### src/rtl/countdown_core.sv
// countdown_core: seconds countdown engine with prescaled decrement and expiry flag
// Ports:
//   clk      - system clock, rising edge
//   rst      - synchronous active-high reset
//   load     - pulse, loads min(load_val, MAX_VAL) and returns to IDLE
//   load_val - initial seconds value
//   start    - pulse, starts or resumes counting
//   pause    - pulse, suspends counting
//   count    - remaining seconds (registered)
//   running  - high while in RUN
//   done     - high while in DONE
//   tick     - one-cycle pulse in the cycle count first shows a decremented value
module countdown_core #(
    parameter int BIN_WIDTH = 8,
    parameter int TICK_DIV  = 50_000_000,
    parameter int MAX_VAL   = 2**BIN_WIDTH-1
) (
    input  logic                 clk,
    input  logic                 rst,
    input  logic                 load,
    input  logic [BIN_WIDTH-1:0] load_val,
    input  logic                 start,
    input  logic                 pause,
    output logic [BIN_WIDTH-1:0] count,
    output logic                 running,
    output logic                 done,
    output logic                 tick
);
    localparam int PW = $clog2(TICK_DIV);
    localparam logic [PW-1:0] PSC_LAST = PW'(TICK_DIV-1);
    localparam logic [BIN_WIDTH-1:0] MAX_Q = BIN_WIDTH'(MAX_VAL);
    typedef enum logic [1:0] {IDLE, RUN, PAUSED, DONE} state_t;
    state_t state_q, state_d;
    logic [BIN_WIDTH-1:0] count_q, count_d;
    logic [PW-1:0] psc_q, psc_d;
    logic tick_q, tick_d;
    // start and pause together cancel each other
    logic go, hold, wrap;
    assign go   = start & ~pause;
    assign hold = pause & ~start;
    assign wrap = psc_q == PSC_LAST;
    always_comb begin
        state_d = state_q;
        count_d = count_q;
        psc_d   = psc_q;
        tick_d  = 1'b0;
        if (load) begin
            count_d = load_val > MAX_Q ? MAX_Q : load_val;
            psc_d   = '0;
            state_d = IDLE;
        end else begin
            unique case (state_q)
                IDLE: if (go && count_q != '0) begin
                    state_d = RUN;
                    psc_d   = '0;
                end
                // pause still lets the prescaler advance on its own edge so the
                // cycles already spent in the period are kept for the resume
                RUN: begin
                    psc_d = wrap ? '0 : psc_q + PW'(1);
                    if (wrap) begin
                        count_d = count_q - BIN_WIDTH'(1);
                        tick_d  = 1'b1;
                    end
                    state_d = (wrap && count_q == BIN_WIDTH'(1)) ? DONE : hold ? PAUSED : RUN;
                end
                PAUSED: if (go) state_d = RUN;
                default: ;
            endcase
        end
    end
    always_ff @(posedge clk) begin
        if (rst) begin
            state_q <= IDLE;
            count_q <= '0;
            psc_q   <= '0;
            tick_q  <= 1'b0;
        end else begin
            state_q <= state_d;
            count_q <= count_d;
            psc_q   <= psc_d;
            tick_q  <= tick_d;
        end
    end
    assign count   = count_q;
    assign running = state_q == RUN;
    assign done    = state_q == DONE;
    assign tick    = tick_q;
endmodule

### config.mk
export PLATFORM = sky130hd
export DESIGN_NAME = countdown_core
export DESIGN_NICKNAME = d
export VERILOG_FILES = /design/src/rtl/countdown_core.sv
export SDC_FILE = /design/constraint.sdc
export NUM_CORES = 1
export LEC_CHECK = 0
export ABC_AREA = 1
export BUFFER_PORTS_ARGS = -buffer_cell sky130_fd_sc_hd__buf_2
export CAP_MARGIN = 20
export CORE_AREA = 2 2 69 71
export CTS_CLUSTER_SIZE = 8
export DETAILED_ROUTE_END_ITERATION = 16
export DIE_AREA = 0 0 71 73
export PLACE_DENSITY_LB_ADDON = 0.25
export SLEW_MARGIN = 5
export SYNTH_ARGS = -nofsm -noshare
export SYNTH_HDL_FRONTEND = slang
export SYNTH_SLANG_ARGS = --single-unit
### constraint.sdc
create_clock -name clk -period 2 [get_ports clk]
set_input_delay 0.2 -clock clk [delete_from_list [all_inputs] [get_ports clk]]
set_output_delay 0.2 -clock clk [all_outputs]
set_load 0.02 [all_outputs]
==> results.cfg, run 1 <==
[cts]
clock_sinks = 37
insertion_delay_ns = 0.29
clock_path_buffers = 2
clkTransAtPathRegs_ns = 0.08
postCtsHoldBufs = 0
numCtsBuffers = 5
cts_resized = 0
cts_setup_buffers = 0
ctsHtreeMaxLevel = 2
cts_tree = done
root_buffer = clkbuf_8

[critical_path]
slowest_stage = dfxtp_1
crit_family = simple AND/OR/NAND/NOR gates
crit_path_start_kind = flop
crit_buf_inv = 0
critical_path_required_ns = 2.18
worstPathMaxFanout = 7
end_kind = flop
arrival_ns = 1.88
critical_path_class = flop to flop
max_stage_delay_ns = 0.39
worstPathCellList = ha_1 > nand2_1 > nor2_4 > nand3_1 > nor2_1 > nand2_1 > nand4_1 > a21oi_1
cp_common_cell = nand2_1

[pwr]
seqPwrFrac_pct = 46.5
power_leakage_nw = 1.08
p_sw_share_pct = 25.8
p_per_area_nw_per_um2 = 584
switchingPower_uw = 425
internal_power_mw = 1.22
vdd_drop_max_mv = 0.373
clkPwrFrac_pct = 41.8
total_power_mw = 1.65
comb_power_share_pct = 11.6

[timing]
slew_headroom_pct = 74.5
max_slew.worst_pin.slew_ns = 0.382
fmax_ghz = 0.587
finClkSkew_ns = 0.00809
setup_violations = 0
grt_setup_unrepaired = no
period_minus_slack_ns = 1.70
period_share_pct = 85.2
fin_setup_tns_ns = 0
finalMaxSlewViolations = 0
hold_violations = 0

[die]
fp.coreArea_um2 = 4540
row_count = 25
die_w_um = 71
die_h_um = 73
design.die.area_um2 = 5180
io_pins = 24
start_util_pct = 56.3

[synthesis]
synth_area_um2 = 2550
avgSynthCellArea_um2 = 6.18
yosysWarnings = 0
synth_cells = 413
ys_seq_area_share_pct = 29.0
synth_fp_nets = 430
synth_cell_type_count = 31
ys_seq_elements = 37

[place]
gp_congestion = 0.947
postPlaceCellArea_um2 = 2700
portBuffers = 23
dpl.hpwl_mm = 4.58

[routing]
first_iter_violations = 257
remaining_drc_errors = 0
wl_mm = 6.33
firstDrtPassIters = 4
vias = 2642
vias_per_cell = 5.39
ant_nets = 0
routedWlPerCell_um = 12.9

[cells_and_area]
diodes = 0
fin_nets = 452
drive_gt1_share_pct = 13.5
area_delta_synth_final_pct = 10.4
final_area_um2 = 2820

[grt]
globalRouteOverflowTotal = 0
grt_pass1_wl_mm = 10.8
grt_usage_pct = 26.0
antenna_found_initial = 0
grt_pass1_vias = 2411
grt_max_degree = 29

[flow_run]
max_cap_violations = 0

[hold_path]
hold_path.class = input port to flop

[outcome]
status = complete, no violations
-- final timing paths --
| path | start | slack (ns) | endpoint | depth (start not counted) |
|---|---|---|---|---|
| hold reg to reg | psc_q[1] | 0.52 | psc_q[1] | 2 |
| setup / recovery | psc_q[0] | 0.30 | psc_q[20] | 8 |
| hold / removal | rst | 0.18 | count[0] | 2 |
| setup reg to reg | psc_q[0] | 0.30 | psc_q[20] | 8 |
-- synth_stat cells --
cell      count  area, um2
clkbuf_1      4       15.0
nand3b_1      1       7.51
nor2_2        2       12.5
dfxtp_1      37        741
buf_4         7       52.6
nand2_4       1       11.3
nor3_1        4       20.0
a21boi_0      2       15.0
clkinv_1      2       7.51
nand2_2       4       25.0
a211oi_1      1       7.51
nand4_1      14       87.6
inv_2         4       15.0
buf_2         3       15.0
o21a_1        1       7.51
o21ai_0      10       50.1
a21oi_1      28        140
inv_1        30        113
xnor2_1       3       26.3
o22ai_1       1       6.26
nand3_1      49        245
o21bai_1      1       7.51
nand3_2       2       20.0
and2_1        1       6.26
or2_2         3       18.8
nor2_1       72        270
nor2_4        5       56.3
nand2_1     106        398
ha_1          4       50.1
nand3_4       1       17.5
xor2_1       10       87.6
-- layout by cell type (no fill, tap or decap), types with 2 or more instances in the layout --
cell,count
buf_2,23
nand3_2,2
nand2_1,106
xor2_1,10
xnor2_1,3
nor2_2,2
or2_2,3
clkbuf_8,6
nor2_4,5
a21oi_1,28
clkinv_1,2
nand3_1,49
inv_1,30
inv_2,4
nand2_2,4
nor3_1,4
o21ai_0,10
dfxtp_1,37
ha_1,4
nand4_1,14
a21boi_0,2
nor2_1,72
buf_4,6
-- kinds of logic after synthesis --
kind of cell	after synthesis	synth area share (%)
simple gates	265	46.9
flops	37	29.0
fa+ha+maj	4	1.96
compound gates	44	9.17
buf+inv	50	8.53
xor+xnor	13	4.46
-- per-layer routing --
metal | routed length (um) | part of all wire [%] | GRT usage, % | vias to the layer above
met4 | 112 | 1.8 | 9.43 | 0
li1 | - | - | - | 1379
met5 | 0 | 0 | 0 | -
met2 | 2950 | 47 | 43.1 | 91
met1 | 2880 | 46 | 34.0 | 1158
met3 | 381 | 6.0 | 4.56 | 14
-- final cells by class --
class                      count  area, um2
clock inverter                 2       37.5
clock buffer                   6       82.6
timing repair buffer          29        160
fill                         429       1720
tap                           54       67.6
sequential                    37        741
inverter                      36        135
multi-input combinational    326       1590
-- power groups by stage --
stage	Sequential, mW	Clock (mW)	Combinational [mW]
global placement	0.782	0	0.188
detailed placement	0.782	0	0.190
floorplan	0.795	0	0.124
CTS	0.765	0.705	0.191
global route	0.768	0.739	0.215
finish	0.766	0.688	0.191
-- metrics by stage --
step / util (%) / hold WS, ns / std cells / setup slack, ns
after floorplan: - / 0.269 / 413 / 0.538
after global placement: 59.5 / 0.464 / 482 / 0.383
after detailed placement: 59.5 / 0.487 / 482 / 0.325
after CTS: 62.1 / 0.178 / 490 / 0.309
after global routing: 62.1 / 0.176 / 490 / 0.126
final: 62.1 / 0.178 / 490 / 0.296
-- flip-flops by register name (all words and copies together), names as in the netlist --
name     cells
count        8
psc_q       26
state_q      2
tick         1
(Power assumes the default switching activity.)
==> run 2, diff against run 1 <==
- ABC_AREA: 1 -> unset
- CORE_AREA: 2 2 69 71 -> 2 2 65 67
- DIE_AREA: 0 0 71 73 -> 0 0 67 69
==> results.cfg, run 2 <==
[outcome]
status = complete, no violations

[synthesis]
synth_xor_area_share_pct = 1.97
synth_top_family_by_area = simple AND/OR/NAND/NOR gates
synth_fp_nets = 288
ys_seq_area_share_pct = 33.4
synth_cell_type_count = 56
ys_top_cells_by_area = dfxtp_1 (33%), a21oi_1 (4.5%), nand3_1 (4.5%)
yosys.area_share.adder_pct = 2.25
synth_area_um2 = 2220
synthMuxAreaShare_pct = 1.41
yosysWarnings = 0
async_flop_share_pct = 0
yosys_most_used_dff = dfxtp_1
yosysMostFrequentCell = dfxtp_1
yosys.area.top_type_share_pct = 33.4
yosysTopAreaCell = dfxtp_1
synth-compound-area-share_pct = 22.4
synth_cells = 271
avgSynthCellArea_um2 = 8.20
synth_edf_count = 0
synth-simple-area-share_pct = 33.0
synth_common_cells = dfxtp_1 (37), nand2_1 (23), a21oi_1 (20), nand3_1 (20), nor2_1 (16)
ys_seq_elements = 37

[critical_path]
cp-startpoint = count[1]
r2r-start = count[1]
max_stage_delay_ns = 0.42
arrival_ns = 2.05
end_kind = flop
rrSetupSlack_ns = 0.11
crit_path_start_kind = flop
worstPathCellList = inv_1 > ha_1 > and4bb_2 > or3_1 > nand2_1 > a31oi_1
crit_buf_inv = 1
worstPathMaxFanout = 8
r2r_cells = 6
worstReg2RegEnd = psc_q[21]
critical_path_class = flop to flop
crit_family = simple AND/OR/NAND/NOR gates
critical_path_required_ns = 2.16
crit_end = psc_q[21]
slowest_stage = dfxtp_1
path_depth = 6

[routing]
firstDrtPassIters = 4
wl_mm = 5.47
ant_nets = 0
vias_per_cell = 6.14
remaining_drc_errors = 0
first_iter_violations = 182
routedWlPerCell_um = 15.2
vias = 2217

[timing]
timing.final.ws_setup_ns = 0.113
setup_violations = 0
fmax_ghz = 0.530
period_minus_slack_ns = 1.89
grt_setup_unrepaired = no
slew_headroom_pct = 63.1
hold_violations = 0
finalMaxSlewViolations = 0
finClkSkew_ns = 0.00533
max_slew.worst_pin.slew_ns = 0.548
period_share_pct = 94.4
fin_setup_tns_ns = 0

[hold_path]
hold_path.class = input port to flop

[place]
dp_cells = 353
dpl.hpwl_mm = 4.16
postPlaceCellArea_um2 = 2510
portBuffers = 23
gp_congestion = 0.948
pre_cts_slack_ns = 0.135

[cells_and_area]
largest_reg_flops = 26
diodes = 0
layout_commonest_cell = dfxtp_1
final_area_um2 = 2630
drive_gt1_share_pct = 21.5
fin_nets = 327
top_register = psc_q
final_cell_mix = dfxtp_1 (37), nand2_1 (23), buf_2 (23)
fillers = 339
stdcell_count = 361
area_delta_synth_final_pct = 18.6

[pwr]
vdd_drop_max_mv = 0.539
power_leakage_nw = 1.00
p_per_area_nw_per_um2 = 612

[cts]
clock_sinks = 37
cts_tree = done
root_buffer = clkbuf_8
insertion_delay_ns = 0.29
clock_path_buffers = 2
cts_resized = 0
cts_setup_buffers = 0
clkTransAtPathRegs_ns = 0.07
postCtsHoldBufs = 0
numCtsBuffers = 5
ctsHtreeMaxLevel = 2

[die]
fp.coreArea_um2 = 3910
die_w_um = 67
row_count = 23
design.die.area_um2 = 4620
start_util_pct = 56.7
io_pins = 24
die_h_um = 69

[grt]
grt_pass1_wl_mm = 9.32
globalRouteOverflowTotal = 0
grt_max_degree = 28
grt_pass1_vias = 2005
antenna_found_initial = 0
grt_usage_pct = 25.7

[flow_run]
max_cap_violations = 0
run 2: cell types whose count changed after synthesis, sizes merged, moves of 8 or more:
cell	previous run	this run
nor3	4	12
a31oi	0	11
nand3	52	20
inv	34	15
nand2	111	23
nor2	79	16
xor2	10	2
a21oi	28	20
run 2: metrics by stage:
step | hold WS (ns) | power [mW] | util, %
after floorplan | 0.352 | 0.889 | -
after global placement | 0.458 | 0.948 | 64.2
after detailed placement | 0.461 | 0.954 | 64.2
after CTS | 0.158 | 1.62 | 67.2
after global routing | 0.185 | 1.67 | 67.3
final | 0.162 | 1.61 | 67.3
run 2: worst register-to-register path, cell delays in order (launching register included):
cell and delay, ns:
dfxtp_1 0.42, inv_1 0.12, ha_1 0.20, and4bb_2 0.23, or3_1 0.37, nand2_1 0.29, a31oi_1 0.14
run 2: where the power goes:
part | switching, mW | internal (mW) | total [mW]
registers | 0.0146 | 0.748 | 0.763
clock network | 0.267 | 0.407 | 0.674
logic | 0.0997 | 0.0751 | 0.175
total | 0.381 | 1.23 | 1.61
run 2: layout make-up:
cell class / instances / area [um2] / share of cell area, %
multi-input cells: 207 / 1360 / 51.5
inverters: 15 / 56.3 / 2.14
well taps: 50 / 62.6 / 2.38
flip-flops and latches: 37 / 741 / 28.1
clock buffers: 7 / 86.3 / 3.28
clock inverters: 1 / 30.0 / 1.14
repair buffers: 44 / 302 / 11.4
run 2: kinds of logic after synthesis:
family / after synthesis
and+or+nand+nor: 125
AOI/OAI and AO/OA: 70
DFF: 37
buffers and inverters: 27
xor gates and xnor gates: 5
adders and majority gates: 4
muxes: 3
run 2: worst min-delay path by stage:
| stage | from | to | slack [ns] | cells after the start |
|---|---|---|---|---|
| after floorplan | load_val[6] | count[6] | 0.35 | 2 |
| after global placement | load_val[5] | count[5] | 0.46 | 3 |
| after detailed placement | load_val[3] | count[3] | 0.46 | 3 |
| after CTS | load_val[4] | count[4] | 0.16 | 3 |
| after global routing | load_val[6] | count[6] | 0.19 | 3 |
| final | load_val[3] | count[3] | 0.16 | 3 |
run 2: per-layer routing:
| layer | global-route usage [%] | up-vias | part of all wire (%) |
|---|---|---|---|
| met2 | 39.8 | 60 | 47 |
| li1 | - | 1097 | - |
| met3 | 3.92 | 4 | 4.6 |
| met5 | 0 | - | 0 |
| met4 | 7.26 | 0 | 0.66 |
| met1 | 36.6 | 1056 | 48 |
